$ cat src/rtl/timer_pkg.sv
// Shared types and constants for the BCD mm:ss countdown timer controller.
// The time word packs four BCD digits, from mm_tens down to ss_ones.
package timer_pkg;

  typedef enum logic [1:0] {
    StSet   = 2'd0,
    StRun   = 2'd1,
    StPause = 2'd2,
    StDone  = 2'd3
  } timer_state_e;

  typedef struct packed {
    logic [3:0] mm_tens;
    logic [3:0] mm_ones;
    logic [3:0] ss_tens;
    logic [3:0] ss_ones;
  } bcd_time_t;

  localparam int unsigned SsOnesLsb = 0;
  localparam int unsigned SsTensLsb = 4;
  localparam int unsigned MmOnesLsb = 8;
  localparam int unsigned MmTensLsb = 12;

  localparam logic [3:0] DigitMax9 = 4'd9;
  localparam logic [3:0] DigitMax5 = 4'd5;

  localparam logic [15:0] ZERO_TIME = 16'h0000;

  localparam int unsigned BtnAdd   = 0;
  localparam int unsigned BtnSub   = 1;
  localparam int unsigned BtnStart = 2;
  localparam int unsigned BtnClear = 3;
  localparam int unsigned NumBtns  = 4;

endpackage

$ cat src/rtl/timer_bcd_dec.sv
// Combinational one-second decrement of a BCD mm:ss time word.
// An input of 00:00 is returned unchanged rather than wrapping.
module timer_bcd_dec
  import timer_pkg::*;
(
  input  logic [15:0] time_i,
  output logic [15:0] time_o,
  output logic        is_zero_o
);

  bcd_time_t cur;
  bcd_time_t nxt;

  always_comb begin
    cur = time_i;
    nxt = cur;
    if (time_i != ZERO_TIME) begin
      if (cur.ss_ones != 4'd0) begin
        nxt.ss_ones = cur.ss_ones - 4'd1;
      end else begin
        nxt.ss_ones = DigitMax9;
        if (cur.ss_tens != 4'd0) begin
          nxt.ss_tens = cur.ss_tens - 4'd1;
        end else begin
          nxt.ss_tens = DigitMax5;
          if (cur.mm_ones != 4'd0) begin
            nxt.mm_ones = cur.mm_ones - 4'd1;
          end else begin
            nxt.mm_ones = DigitMax9;
            nxt.mm_tens = cur.mm_tens - 4'd1;
          end
        end
      end
    end
  end

  assign time_o    = nxt;
  assign is_zero_o = (nxt == ZERO_TIME);

endmodule

$ cat src/rtl/timer_controller.sv
// Sequencing controller for the BCD mm:ss countdown timer: button conditioning,
// minute-adjust strobes, 1 Hz countdown and expiry detection.
module timer_controller
  import timer_pkg::*;
#(
  parameter int unsigned TICK_DIV    = 50_000_000,
  parameter int unsigned SYNC_STAGES = 2
) (
  input  logic        clk,
  input  logic        reset,
  input  logic        btn_add,
  input  logic        btn_sub,
  input  logic        btn_start,
  input  logic        btn_clear,
  input  logic [15:0] adj_result,
  output logic [15:0] adj_time,
  output logic        adj_add,
  output logic        adj_sub,
  output logic [1:0]  state,
  output logic        running,
  output logic        expired
);

  localparam int unsigned TickW = (TICK_DIV > 1) ? $clog2(TICK_DIV) : 1;
  localparam logic [TickW-1:0] TickLast = TickW'(TICK_DIV - 1);

  // Button conditioning: synchroniser chain then rising-edge detect.
  logic [NumBtns-1:0] btn_raw;
  logic [SYNC_STAGES-1:0][NumBtns-1:0] sync_q, sync_d;
  logic [NumBtns-1:0] btn_sync;
  logic [NumBtns-1:0] edge_q, edge_d;
  logic [NumBtns-1:0] btn_evt;

  assign btn_raw[BtnAdd]   = btn_add;
  assign btn_raw[BtnSub]   = btn_sub;
  assign btn_raw[BtnStart] = btn_start;
  assign btn_raw[BtnClear] = btn_clear;

  always_comb begin
    sync_d[0] = btn_raw;
    for (int i = 1; i < int'(SYNC_STAGES); i++) begin
      sync_d[i] = sync_q[i-1];
    end
  end

  assign btn_sync = sync_q[SYNC_STAGES-1];
  assign edge_d   = btn_sync;
  assign btn_evt  = btn_sync & ~edge_q;

  logic evt_add, evt_sub, evt_start, evt_clear;
  assign evt_add   = btn_evt[BtnAdd];
  assign evt_sub   = btn_evt[BtnSub];
  assign evt_start = btn_evt[BtnStart];
  assign evt_clear = btn_evt[BtnClear];

  // Sequencing state.
  timer_state_e     state_q, state_d;
  logic [15:0]      time_q, time_d;
  logic [TickW-1:0] tick_q, tick_d;
  logic             add_q, add_d;
  logic             sub_q, sub_d;
  logic             running_q, running_d;
  logic             expired_q, expired_d;
  logic             strobe_busy;

  logic [15:0] dec_time;
  logic        dec_zero;

  timer_bcd_dec u_bcd_dec (
    .time_i    (time_q),
    .time_o    (dec_time),
    .is_zero_o (dec_zero)
  );

  assign strobe_busy = add_q | sub_q;

  always_comb begin
    state_d = state_q;
    time_d  = time_q;
    tick_d  = tick_q;
    add_d   = 1'b0;
    sub_d   = 1'b0;

    // The datapath result is captured on the edge that closes a strobe.
    if (strobe_busy) begin
      time_d = adj_result;
    end

    if (evt_clear) begin
      state_d = StSet;
      time_d  = ZERO_TIME;
      tick_d  = '0;
    end else begin
      unique case (state_q)
        StSet: begin
          if (evt_start) begin
            if (time_q != ZERO_TIME) begin
              state_d = StRun;
              tick_d  = '0;
            end
          end else if (!strobe_busy && (evt_add ^ evt_sub)) begin
            add_d = evt_add;
            sub_d = evt_sub;
          end
        end
        StRun: begin
          if (evt_start) begin
            state_d = StPause;
          end else if (tick_q == TickLast) begin
            tick_d = '0;
            time_d = dec_time;
            if (dec_zero) begin
              state_d = StDone;
            end
          end else begin
            tick_d = tick_q + 1'b1;
          end
        end
        StPause: begin
          if (evt_start) begin
            state_d = StRun;
          end
        end
        StDone: begin
          time_d = ZERO_TIME;
        end
        default: begin
          state_d = StSet;
        end
      endcase
    end

    running_d = (state_d == StRun);
    expired_d = (state_d == StDone);
  end

  always_ff @(posedge clk or posedge reset) begin
    if (reset) begin
      sync_q    <= '0;
      edge_q    <= '0;
      state_q   <= StSet;
      time_q    <= ZERO_TIME;
      tick_q    <= '0;
      add_q     <= 1'b0;
      sub_q     <= 1'b0;
      running_q <= 1'b0;
      expired_q <= 1'b0;
    end else begin
      sync_q    <= sync_d;
      edge_q    <= edge_d;
      state_q   <= state_d;
      time_q    <= time_d;
      tick_q    <= tick_d;
      add_q     <= add_d;
      sub_q     <= sub_d;
      running_q <= running_d;
      expired_q <= expired_d;
    end
  end

  assign adj_time = time_q;
  assign adj_add  = add_q;
  assign adj_sub  = sub_q;
  assign state    = state_q;
  assign running  = running_q;
  assign expired  = expired_q;

endmodule

$ cat config.mk
export PLATFORM = sky130hd
export DESIGN_NAME = timer_controller
export DESIGN_NICKNAME = d
export VERILOG_FILES = /design/src/rtl/timer_pkg.sv /design/src/rtl/timer_bcd_dec.sv /design/src/rtl/timer_controller.sv
export SDC_FILE = /design/constraint.sdc
export NUM_CORES = 1
export LEC_CHECK = 0
export ABC_CLOCK_PERIOD_IN_PS = 3100
export CAP_MARGIN = 30
export CORE_MARGIN = 5
export CORE_UTILIZATION = 50
export DETAILED_ROUTE_END_ITERATION = 7
export PLACE_DENSITY = 0.79
export SETUP_SLACK_MARGIN = 0.3
export SLEW_MARGIN = 10
export SYNTH_ARGS = -nofsm -noshare
export SYNTH_HDL_FRONTEND = slang
export SYNTH_SLANG_ARGS = --single-unit
$ cat constraint.sdc
create_clock -name clk -period 3.1 [get_ports clk]
set_clock_uncertainty 0.1 [all_clocks]
set_input_delay 0.62 -clock clk [delete_from_list [all_inputs] [get_ports clk]]
set_output_delay 0.62 -clock clk [all_outputs]
set_load 0.03 [all_outputs]
==> metrics.md, run 1 <==
| Metric | Value |
|---|---|
| Antenna Nets Post-Route | 0 |
| Fraction of layout cells with a size suffix above 1 | 0.119 |
| Status | finished clean |
| Most frequent cells in the layout | 60 x dfrtp_1, 43 x clkdlybuf4s50_1, 28 x nand2_1 |
| Multi-input gate area | 1900 um^2 |
| Initial Util | 0.516 |
| Post-synth top flop | dfrtp_1 |
| Hold depth | 0 |
| DIE AREA | 8830 um^2 |
| Reg area | between 1500 and 2000 um^2 |
| Max Buffers Root-to-Sink | 2 |
| Hold buffers post-CTS | 0 |
| Number of post-CTS setup repair buffers | 0 |
| FF-to-FF End | running |
| Number of enable flip-flop cells after synthesis | 0 |
| Synth cell types | 58 |
| Register-to-Register Path Depth | 5 |
| All-Layer GR Usage | 0.222 |
| Post-Synthesis Cells | around 380 |
| Sink Count | 60 |
| Worst vdd ir | about 340 uV |
| Die Wd | around 94 um |
| Crit Path Class | flip-flop to flip-flop |
| Crit-path cells | or4b_4 > or4_4 > a2111oi_4 > o2111ai_2 > o211a_1 |
| Max H-tree Level | 3 |
| Clk pin slew, worst setup/hold paths | ~0.07 ns |
| Syn Std Cell Area | 3520 um^2 |
| Worst-Margin Slew | 0.769 ns |
| Worst hold slack | 0.254 ns |
| Final cell count without fillers | roughly 530 |
| DR pass1 iterations | 4 |
| Post-Route WL | around 9100 um |
| Avg Inst Size Synth | approximately 9 um^2 |
| Fillers | 580 |
| Drt first-iter violations | 240 |
| GR Overflow Total | 0 |
| Core box area | around 6800 um^2 |
| Minimum clock period | 2.66 ns |
| Slew HR | 0.484 |
| # port buffers | 43 |
| Final setup viols | 0 |
| Worst-path fanout max | 9 |
| CP Capture Point | running |
| Critical Path Sink Type | flip-flop |
| Worst path slowest cell | or4b_4 |
| Synth Register Bits | 60 |
| Max Fclk | around 380 MHz |
| Slowest stage delay, CP | 0.58 ns |
| Critical Path AT | between 2 and 3 ns |
| Vias after detailed routing | approximately 3300 |
| Register-to-register setup slack | 0.44 ns |
| CP required | 3.24 ns |
| Io pins | 44 |
| Final setup TNS | 0 ns |
| Max cap viols | 0 |
| Final Hold Viols | 0 |
| Detailed-route DRC error count | 0 |
| Yosys warning count | 0 |
| Initial antenna violation count | 0 |
| Commonest non-fill, non-tap cell in the layout | dfrtp_1 |
| Vias in the first global route | between 3000 and 4000 |
| Startpoint types | flip-flop |
| Final HPWL DP | roughly 6500 um |
| Vias per inst | ~6.2 |
| Area Growth Syn to Fin | 22.1% |
| CTS tree | done |
| Slew Viols, Final | 0 |
| Largest net degree at the start of global routing | 32 |
| Die Y | around 94 um |
| Row cnt | 30 |
| Worst Hold Class | flip-flop to flip-flop |
| Ratio of final minimum period to clock period | 0.856 |
| First-pass GRT wire length | 15500 um |
| RR Startpoint | tick_q[7] |
| Crit. Startpoint | tick_q[7] |
| Clk root buf | clkbuf_8 |
| Power Dens Cells | about 630 nW/um^2 |
| Skew-Pair Late Insertion Delay | approximately 0.35 ns |
| Mapped Nets | between 400 and 500 |
| RSZ-0062 raised after global routing | no |
| Nets | 450 |
| CTS Buf Count | 9 |
| Ys async rst share | 1.00 |
| Routed length per instance | around 17 um |
| Final GP Congestion | between 0.9 and 1 |
| N_diodes | 0 |
| Register area share after synthesis | 0.426 |
| Placed insts | 510 |
| Leakage | between 1.5 and 2 nW |
## where the power goes
group / total [mW] / switching (mW) / internal (mW)
logic: 1.05 / 0.638 / 0.408
clock network: 0.699 / 0.328 / 0.371
registers: 0.959 / 0.111 / 0.848
## how the worst min path moves through the flow
| stage | end | from | slack (ns) |
|---|---|---|---|
| finish | btn_sync[2] | sync_d[6] | 0.25 |
| global route | btn_sync[2] | sync_d[6] | 0.26 |
| CTS | btn_sync[3] | sync_d[7] | 0.25 |
| detailed placement | btn_sync[3] | sync_d[7] | 0.24 |
| global placement | btn_sync[0] | sync_d[4] | 0.23 |
| floorplan | btn_sync[0] | sync_d[4] | 0.23 |
## stage by stage
stage	utilization	cell area, um^2	power (mW)	worst slack (ns)
after CTS	0.626	4280	2.69	0.354
after floorplan	-	3520	1.67	0.553
final	0.630	4300	2.71	0.445
after global placement	0.597	4080	1.96	0.364
after detailed placement	0.597	4080	1.98	0.235
after global routing	0.630	4300	2.89	0.329
## critical path: cells and delay by family (launching register included)
| kind | cells | cell delay, ns |
|---|---|---|
| DFF | 1 | 0.48 |
| AOI/OAI and AO/OA | 3 | 0.81 |
| and+or+nand+nor | 2 | 1.15 |
## final cells by class
class                   instances  area share
inverters                      12      0.0105
multi-input cells             286       0.443
flip-flops and latches         60       0.349
clock inverters                 6      0.0148
repair buffers                 56       0.126
well taps                      96      0.0279
clock buffers                  10      0.0297
## logic make-up after synthesis
group	share of synthesized area
buf+inv	0.0447
mux	0.0572
flops	0.426
fa+ha+maj	0.0107
compound gates	0.180
simple gates	0.262
xor+xnor	0.0199
## flip-flops by register name, indices dropped and copies added (netlist names)
register / cells
edge_q: 4
tick_q: 26
running: 1
sync_d: 4
btn_sync: 4
expired: 1
adj_add: 1
state: 2
adj_time: 16
adj_sub: 1
## cells in the mapped netlist (all sizes together) (3+ instances only)
cell type   n  area [um^2]
a211oi      4         30.0
nor2       23         86.3
inv        11         41.3
and3        3         18.8
dfrtp      60         1500
or3b        3         26.3
and4        4         35.0
or4        12         93.8
nor4       12         81.3
nand4      18          113
nor3        7         35.0
a31oi      14         87.6
a21oi      16         80.1
mux2i      19          190
xnor2       7         61.3
or2         5         31.3
ha          3         37.5
nand3      20          100
or4b        3         33.8
nand2b      8         50.1
nand2      28          105
o22ai      15         93.8
nor2b       5         31.3
or3         4         25.0
o31ai      10         75.1
o21ai      12         60.1
o211ai      4         30.0
a2111oi     7         81.3
buf         9         56.3
clkbuf     15         56.3
## layer usage
layer  share of wire  track usage
met1            0.42        0.281
met4           0.023       0.0854
met5               0            0
met3           0.072       0.0513
met2            0.48        0.367
## repair_timing
action,in CTS,in global routing
setup endpoints to repair,8,13
endpoints found under the hold margin,0,0
gates resized for setup,1,5
Power figures use the tool's default switching activity.
==> run 2, diff against run 1 <==
Settings changed: RECOVER_POWER set to 25.
==> run 2 against run 1 <==
Die area stayed put. Flip-flop and latch count stayed put. Power hardly changed. Core utilization stayed put. Via count hardly changed. Clock-buffer cell count stayed put. Non-clock buffer count stayed put. Largest cell class unchanged. Highest routed layer unchanged.
==> metrics.md, run 2 (synthesis gave the netlist of run 1 again) <==
| Metric | Value |
|---|---|
| CTS Buf Count | 9 (unchanged) |
| Post-Route WL | 9110 um (about the same) |
| Worst vdd ir | 335 uV (-0.18%) |
| PnR worst setup slack | 0.445 ns (-0.000309 ns) |
| Initial Util | 0.516 (unchanged) |
| Leakage | 1.74 nW (+0.14%) |
| Sw power | 1.08 mW (about the same) |
| Final setup TNS | 0 ns (unchanged) |
| Detailed-route DRC error count | 0 (unchanged) |
| Sw frac | 0.398 (about the same) |
| Crit Path Class | flip-flop to flip-flop |
| Power Internal | 1.63 mW (about the same) |
| Vias in the first global route | 3215 (unchanged) |
| Part of the power in combinational logic | 0.386 (about the same) |
| Area Growth Syn to Fin | 22.1% (unchanged) |
| Core box area | 6830 um^2 (unchanged) |
| Skew-Pair Late Insertion Delay | 0.35 ns (about the same) |
| Largest register FFs | 26 (unchanged) |
| Die Wd | 94.0 um (unchanged) |
| Most frequent cells in the layout | 60 x dfrtp_1, 38 x clkdlybuf4s50_1, 28 x nand2_1 |
| Final setup viols | 0 (unchanged) |
| Worst Hold Class | flip-flop to flip-flop |
| Vias per inst | 6.24 (about the same) |
| CP required | 3.24 ns (about the same) |
| N_diodes | 0 (unchanged) |
| RSZ-0062 raised after global routing | no |
| CTS tree | done |
| Final HPWL DP | 6500 um (unchanged) |
| Startpoint types | flip-flop |
| Fraction of layout cells with a size suffix above 1 | 0.116 (-0.00233) |
| Worst-path fanout max | 9 (unchanged) |
| Final GP Congestion | 0.925 (unchanged) |
| Commonest non-fill, non-tap cell in the layout | dfrtp_1 |
| Routed length per instance | 17.3 um (about the same) |
| Nets | 450 (unchanged) |
| Final Hold Viols | 0 (unchanged) |
| Pre-CTS setup slack | 0.235 ns (unchanged) |
| All-Layer GR Usage | 0.222 (unchanged) |
| # port buffers | 43 (unchanged) |
| Finished Core Util | 0.630 (unchanged) |
| Max H-tree Level | 3 (unchanged) |
| Max cap viols | 0 (unchanged) |
| Clk root buf | clkbuf_8 |
| Die Y | 94.0 um (unchanged) |
| Status | finished clean |
| Final Cell Area | 4300 um^2 (unchanged) |
| Sink Count | 60 (unchanged) |
| Worst-Margin Slew | 1.16 ns (+0.394 ns) |
| Hold buffers post-CTS | 0 (unchanged) |
| Initial antenna violation count | 0 (unchanged) |
| Clk pin slew, worst setup/hold paths | 0.07 ns (about the same) |
| Vias after detailed routing | 3280 (+0.061%) |
| GR Overflow Total | 0 (unchanged) |
| Power share of the clock group | 0.259 (about the same) |
| Minimum clock period | 2.66 ns (+0.000309 ns) |
| Max Fclk | 377 MHz (about the same) |
| Ratio of final minimum period to clock period | 0.857 (about the same) |
| Largest net degree at the start of global routing | 32 (unchanged) |
| PnR Total Power | 2.70 mW (about the same) |
| Antenna Nets Post-Route | 0 (unchanged) |
| Max Buffers Root-to-Sink | 2 (unchanged) |
| Drt first-iter violations | 240 (unchanged) |
| Io pins | 44 (unchanged) |
| Slew HR | 0.224 (-0.260) |
| Placed cell area | 4080 um^2 (unchanged) |
| Critical Path AT | 2.79 ns (about the same) |
| First-pass GRT wire length | 15500 um (unchanged) |
| DIE AREA | 8830 um^2 (unchanged) |
| Row cnt | 30 (unchanged) |
| Slew Viols, Final | 0 (unchanged) |
| Critical Path Sink Type | flip-flop |
| DR pass1 iterations | 5 (+1) |
| Share of power burned in registers | 0.355 (about the same) |
| Power Dens Cells | 628 nW/um^2 (about the same) |
| Largest register by flop count | tick_q |
-- run 2: power groups by stage --
stage          registers, mW  clock network, mW  logic [mW]
5_1_grt                0.973              0.762        1.15
6_report               0.959              0.699        1.04
2_1_floorplan           1.01                  0       0.660
3_5_place_dp           0.968                  0        1.02
4_1_cts                0.955              0.711        1.02
3_3_place_gp           0.963                  0        1.00
-- run 2: cell type report --
class	count	area, um^2
fill	580	2530
multi-input combinational	286	1900
sequential	60	1500
timing repair buffer	56	541
clock buffer	10	128
tap	96	120
clock inverter	6	63.8
inverter	12	45.0
-- run 2: what timing repair did --
action,in CTS,in global routing
setup buffers,0,0
pin swaps,0,0
endpoints found under the setup margin,8,13
gates resized for setup,1,5
-- run 2: final timing paths --
path | slack [ns] | start | endpoint | cells past startpoint
setup reg to reg | 0.44 | tick_q[7] | running | 5
max in group asynchronous | 1.24 | reset | tick_q[17] | 3
min in group asynchronous | 0.92 | reset | edge_q[3] | 2
hold reg to reg | 0.25 | sync_d[6] | btn_sync[2] | 0
setup / recovery | 0.44 | tick_q[7] | running | 5
hold / removal | 0.25 | sync_d[6] | btn_sync[2] | 0
-- run 2: through the flow --
stage	hold slack [ns]	cells
after global routing	0.259	526
final	0.254	526
after detailed placement	0.239	510
after CTS	0.255	526
after floorplan	0.231	382
after global placement	0.233	510
-- run 2: layer usage --
metal | up-vias | share of wire | global-route usage | wire length (um)
met1 | 1565 | 0.42 | 0.281 | 3810
met5 | - | 0 | 0 | 0
met3 | 24 | 0.077 | 0.0513 | 697
met4 | 0 | 0.023 | 0.0854 | 207
met2 | 137 | 0.48 | 0.367 | 4400
li1 | 1554 | - | - | -
-- run 2: worst max-delay path: stages, from the launching register on --
cell and delay (ns):
dfrtp_1 0.48, or4b_4 0.58, or4_4 0.57, a2111oi_4 0.32, o2111ai_2 0.21, o211a_1 0.28
